## src/rtl/aes_ecb_blk_packer.sv

```systemverilog
// aes_ecb_blk_packer: gathers a 32-bit word stream into 128-bit AES blocks,
// zero-pads the final partial block and tags each block with the message
// key, mode, valid-bit count and last marker. One output holding register
// plus the assembly register give two blocks of back-pressure depth.
//
// state   | meaning
// --------+--------------------------------------------------------------
// ST_RUN  | assembly register accepting words; no completed block waiting
// ST_PEND | completed block parked in assembly, output slot busy, s_ready=0
module aes_ecb_blk_packer #(
  parameter int KEY_W = 128
) (
  input  logic              clk,
  input  logic              rst,
  input  logic [KEY_W-1:0]  cfg_key,
  input  logic              cfg_mode,
  input  logic              s_valid,
  output logic              s_ready,
  input  logic [31:0]       s_data,
  input  logic              s_last,
  input  logic [2:0]        s_nbytes,
  output logic              m_valid,
  input  logic              m_ready,
  output logic [127:0]      m_block,
  output logic [KEY_W-1:0]  m_key,
  output logic              m_mode,
  output logic [7:0]        m_bits,
  output logic              m_last,
  output logic [15:0]       blk_count,
  output logic              err_nbytes
);

  typedef enum logic [0:0] {
    ST_RUN  = 1'b0,
    ST_PEND = 1'b1
  } state_t;

  state_t             state_q, state_d;
  logic               rst_q;
  logic [127:0]       asm_q;
  logic [1:0]         widx_q;
  logic               in_msg_q;
  logic [KEY_W-1:0]   key_q;
  logic               mode_q;
  logic [7:0]         pend_bits_q;
  logic               pend_last_q;

  logic               m_valid_q;
  logic [127:0]       m_block_q;
  logic [KEY_W-1:0]   m_key_q;
  logic               m_mode_q;
  logic [7:0]         m_bits_q;
  logic               m_last_q;
  logic [15:0]        blk_count_q;
  logic               err_q;

  logic               blk_pend;
  logic               acc;
  logic               out_fire;
  logic               slot_free;
  logic               blk_done;
  logic               nb_bad;
  logic [2:0]         nb_eff;
  logic [31:0]        word_masked;
  logic [127:0]       blk_new;
  logic [7:0]         bits_new;
  logic [KEY_W-1:0]   cur_key;
  logic               cur_mode;

  assign blk_pend  = (state_q == ST_PEND);
  assign s_ready   = !blk_pend && !rst_q;
  assign acc       = s_valid && s_ready;
  assign out_fire  = m_valid_q && m_ready;
  assign slot_free = !m_valid_q || m_ready;
  assign blk_done  = acc && (s_last || (widx_q == 2'd3));

  // A block with the first word of a message uses the live config,
  // later blocks use the copy latched on that first word.
  assign cur_key  = in_msg_q ? key_q  : cfg_key;
  assign cur_mode = in_msg_q ? mode_q : cfg_mode;

  // Byte count of the current word: illegal counts on a last word act as 4.
  always_comb begin
    nb_bad = s_last && ((s_nbytes == 3'd0) || (s_nbytes > 3'd4));
    nb_eff = 3'd4;
    if (s_last && !nb_bad) begin
      nb_eff = s_nbytes;
    end
  end

  // Zero the bytes beyond the valid count on the last word.
  always_comb begin
    word_masked = s_data;
    for (int b = 0; b < 4; b++) begin
      if (s_last && (3'(b) >= nb_eff)) begin
        word_masked[8*b +: 8] = 8'h00;
      end
    end
  end

  // Candidate block: lanes below widx keep prior words, lane widx takes the
  // new word, lanes above are forced to zero.
  always_comb begin
    blk_new = '0;
    for (int i = 0; i < 4; i++) begin
      if (2'(i) < widx_q) begin
        blk_new[32*i +: 32] = asm_q[32*i +: 32];
      end else if (2'(i) == widx_q) begin
        blk_new[32*i +: 32] = word_masked;
      end
    end
  end

  // Valid-bit count: 32 per full lane before widx plus the last-word bytes.
  always_comb begin
    bits_new = 8'd128;
    if (s_last) begin
      bits_new = {1'b0, widx_q, 5'b0} + {2'b0, nb_eff, 3'b0};
    end
  end

  // State register and reset-shadow used to hold s_ready low in reset.
  always_ff @(posedge clk) begin
    if (rst) begin
      state_q <= ST_RUN;
      rst_q   <= 1'b1;
    end else begin
      state_q <= state_d;
      rst_q   <= 1'b0;
    end
  end

  // Park a completed block when the output slot is busy; release it on
  // the output handshake.
  always_comb begin
    state_d = state_q;
    case (state_q)
      ST_RUN:  if (blk_done && !slot_free) state_d = ST_PEND;
      ST_PEND: if (out_fire)               state_d = ST_RUN;
      default: state_d = ST_RUN;
    endcase
  end

  // Message tracking: word index, in-message flag, key/mode latch, error.
  always_ff @(posedge clk) begin
    if (rst) begin
      widx_q   <= 2'd0;
      in_msg_q <= 1'b0;
      key_q    <= '0;
      mode_q   <= 1'b0;
      err_q    <= 1'b0;
    end else if (acc) begin
      widx_q   <= blk_done ? 2'd0 : widx_q + 2'd1;
      in_msg_q <= !s_last;
      if (!in_msg_q) begin
        key_q  <= cfg_key;
        mode_q <= cfg_mode;
      end
      if (nb_bad) begin
        err_q <= 1'b1;
      end
    end
  end

  // Assembly register, pending-block tags and output holding register.
  always_ff @(posedge clk) begin
    if (rst) begin
      asm_q       <= '0;
      pend_bits_q <= 8'd0;
      pend_last_q <= 1'b0;
      m_valid_q   <= 1'b0;
      m_block_q   <= '0;
      m_key_q     <= '0;
      m_mode_q    <= 1'b0;
      m_bits_q    <= 8'd0;
      m_last_q    <= 1'b0;
      blk_count_q <= 16'd0;
    end else begin
      if (out_fire) begin
        blk_count_q <= blk_count_q + 16'd1;
      end
      if (blk_pend && out_fire) begin
        m_valid_q <= 1'b1;
        m_block_q <= asm_q;
        m_key_q   <= key_q;
        m_mode_q  <= mode_q;
        m_bits_q  <= pend_bits_q;
        m_last_q  <= pend_last_q;
        asm_q     <= '0;
      end else if (blk_done && slot_free) begin
        m_valid_q <= 1'b1;
        m_block_q <= blk_new;
        m_key_q   <= cur_key;
        m_mode_q  <= cur_mode;
        m_bits_q  <= bits_new;
        m_last_q  <= s_last;
        asm_q     <= '0;
      end else if (blk_done) begin
        asm_q       <= blk_new;
        pend_bits_q <= bits_new;
        pend_last_q <= s_last;
      end else begin
        if (out_fire) begin
          m_valid_q <= 1'b0;
        end
        if (acc) begin
          asm_q <= blk_new;
        end
      end
    end
  end

  assign m_valid    = m_valid_q;
  assign m_block    = m_block_q;
  assign m_key      = m_key_q;
  assign m_mode     = m_mode_q;
  assign m_bits     = m_bits_q;
  assign m_last     = m_last_q;
  assign blk_count  = blk_count_q;
  assign err_nbytes = err_q;

endmodule

```

## config.mk

```make
export PLATFORM = sky130hd
export DESIGN_NAME = aes_ecb_blk_packer
export DESIGN_NICKNAME = d
export VERILOG_FILES = /design/src/rtl/aes_ecb_blk_packer.sv
export SDC_FILE = /design/constraint.sdc
export NUM_CORES = 1
export LEC_CHECK = 0
export ABC_CLOCK_PERIOD_IN_PS = 3300
export BUFFER_PORTS_ARGS = -buffer_cell sky130_fd_sc_hd__buf_2
export CAP_MARGIN = 5
export CORE_AREA = 8 8 288 290
export DETAILED_ROUTE_END_ITERATION = 8
export DIE_AREA = 0 0 296 298
export GPL_ROUTABILITY_DRIVEN = 0
export SLEW_MARGIN = 20
export SYNTH_ARGS = -nofsm -noshare
export SYNTH_HDL_FRONTEND = slang
export SYNTH_SLANG_ARGS = --single-unit
```

## constraint.sdc

```tcl
create_clock -name clk -period 3.3 [get_ports clk]
set_input_delay 0.165 -clock clk [delete_from_list [all_inputs] [get_ports clk]]
set_output_delay 0.165 -clock clk [all_outputs]
set_load 0.1 [all_outputs]
```

==> impl_metrics.yaml <==
floorplanning:
  die_x_um: 296
  core_area_sq_um: 78400
  start_util_pct: 29.7
  rows: 103
  io_pins: 454
  dieArea_sq_um: 88200
  fp.dieH_um: 298
sta:
  setup_viol: 0
  fin_crit_sh_pct: 81.3
  drv_slew: 0
  fin_crit_ns: 2.68
  finalSetupTns_ns: 0
  max_freq_mhz: 373
  finClkSkew_ns: 0.0231
  relSlewSlack_pct: 20.4
  max_slew.worst_pin.slew_ns: 1.19
  rsz0062_at_grt: "no"
  hold_viol_final: 0
logic_synthesis:
  async_reset_ff_share_pct: 0
  netlist_area_sq_um: 23200
  synth_xor_area_share_pct: 0.490
  synth_mux_area_share_pct: 6.60
  synth_flop_cell: "dfxtp_1"
  synth-edff-count: 0
  synth_top_family_by_area: "compound AO/OA/AOI/OAI gates"
  netlist_instances: 2768
  yosysUniqueCellTypes: 55
  avgSynthCellArea_sq_um: 8.39
  synth-seq-area-share_pct: 47.3
  ys_seq_elements: 549
  synthAdderAreaFrac_pct: 0.377
  synth-compound-area-share_pct: 21.4
  synthSimpleGateAreaFrac_pct: 18.7
  yosys_warnings: 0
clock_network:
  cts_root_buffer: "clkbuf_16"
  cts_buffer_depth: 3
  tritoncts: "built"
  clock_sinks: 549
  ctsHoldBuffers: 163
  cts.reportedPaths.clkPinSlew_ns: 0.06
  postCtsSetupBuffers: 0
  cts.htree.levels: 3
  cts_resized: 0
  cts_buffers: 67
  clock_latency_ns: 0.59
finish:
  fillers: 7968
  area_growth_pct: 30.1
  post-route-util_pct: 38.6
  layout_commonest_cell: "dfxtp_1"
  final_cell_mix: "dfxtp_1 (547), buf_2 (449), nor2_1 (374), nand2_1 (340), a21oi_1 (286)"
  layout-drive-gt1-share_pct: 23.0
  nets: 3411
critical_path:
  crit_top_cell: "buf_4"
  worstPathRequired_ns: 3.83
  cpPeakStageDelay_ns: 0.51
  arrival_ns: 3.21
  worst-r2r-setup-slack_ns: 0.62
  reg2reg_depth: 7
  worst_setup_path_start_kind: "flip-flop"
  crit_start: "widx_q[0]"
  path_class: "flip-flop to flip-flop"
  critical_path_buf_inv_count: 3
  path_delay_family: "buffers and inverters"
  r2r-start: "widx_q[0]"
  r2r-end: "m_block[115]"
  endpoint_kind: "flip-flop"
  path_max_fanout: 52
  cp_slowest_cell: "buf_4"
  path_cells: "ha_2 -> buf_4 -> inv_1 -> nor3_2 -> buf_4 -> and3_1 -> a21o_1"
route:
  routed.top_layer: "met4"
  drc: 0
  wl_per_cell_um: 19.4
  num_vias: 22223
  viasPerCell: 5.12
  wirelength_um: 84000
  wl_met2_um: 38300
  wl_met1_um: 36500
  dr_wl_met3_um: 6360
  drtIter0Drc: 1634
  first_pass_iters: 5
  ant_nets: 0
status:
  outcome: "finished, final reports clean"
worst_hold_path:
  holdPathEnd: "key_q[10]"
  hp-start: "cfg_key[10]"
  hp-class: "input port to flip-flop"
  holdPathStages: 4
grt:
  grt_pass1_vias: 21409
  grt_pass1_wl_um: 129000
  gr-total-overflow: 0
  grt_usage_pct: 18.1
  antenna_found_initial: 4
  grt_max_degree: 202
placement:
  place_hpwl_um: 54100
  port_buffers: 450
power_and_ir_drop:
  power_density_nw_per_um2: 550
  peakVddDrop_v: 0.000302
  p_leak_uw: 0.0117
job:
  drv_cap: 0
-- sequential cells by signal (all words and copies together), names as in the netlist, 2 cells and up --
signal / cells
asm_q: 128
blk_count: 16
key_q: 128
m_bits: 5
m_block: 128
m_key: 128
pend_bits_q: 5
widx_q: 2
-- metal layers --
| metal | vias to the layer above | GRT usage (%) |
|---|---|---|
| li1 | 10770 | - |
| met3 | 156 | 3.89 |
| met4 | 0 | 7.01 |
| met5 | - | 0 |
| met1 | 10536 | 23.8 |
| met2 | 761 | 28.7 |
-- synth_stat cells, drive strengths merged, types with 17 or more instances --
library cell    n  area, sq um
a32oi          35          307
nor3          134          687
a22oi         212         1590
nand2         341         1280
mux2          121         1360
nor2b          28          175
mux2i          17          170
dfxtp         549        11000
and2           17          106
clkbuf        183          687
buf            87          458
a211oi         36          275
a21oi         286         1430
o21ai          82          410
nand3          64          320
nor4           17          106
nor2          375         1410
-- final cells by class --
cell class                      count  area [sq um]  area share [%]
Timing Repair Buffer              666          4450            14.7
Antenna cell                        2          5.00          0.0166
Inverter                           12          45.0           0.149
Sequential cell                   549         11000            36.4
Multi-Input combinational cell   1939         11100            36.9
Clock buffer                       89          1920            6.36
Clock inverter                     31           342            1.13
Tap cell                         1050          1310            4.35
-- worst max path at each step --
stage	to	slack, ns	cells after the start
after floorplan	m_block[1]	0.69	7
after global placement	m_block[115]	0.67	7
after detailed placement	asm_q[121]	0.64	6
after CTS	m_block[115]	0.61	7
after global routing	asm_q[85]	0.41	6
final	m_block[115]	0.62	7
-- stage by stage --
stage               total power, uW  setup slack [ns]  instances  hold slack [ns]  instance area (sq um)
global route                  17300             0.408       4338           0.0227                  30200
floorplan                      8520             0.690       2770            0.193                  23200
detailed placement             9060             0.637       4053            0.440                  26300
CTS                           16900             0.610       4336          0.00504                  30200
finish                        16600             0.618       4338           0.0379                  30200
global placement               9050             0.666       4053            0.435                  26300
-- tightest hold or removal path, stage by stage --
cell and delay [ns]:
buf_2 0.11, mux2_2 0.16, nor2_1 0.04, nor3_1 0.10
-- kinds of logic after synthesis --
kind of cell    after synthesis
flops                       549
fa+ha+maj                     7
other cells                   1
xor+xnor                     13
buf+inv                     282
mux                         138
simple gates               1014
compound gates              764
-- power breakdown --
part | switching, uW | internal, uW | total (uW)
clock | 3030 | 4530 | 7560
combinational | 1410 | 631 | 2040
sequential | 172 | 6860 | 7030
total | 4610 | 12000 | 16600
Note: power is estimated with default switching activity, not from simulation.
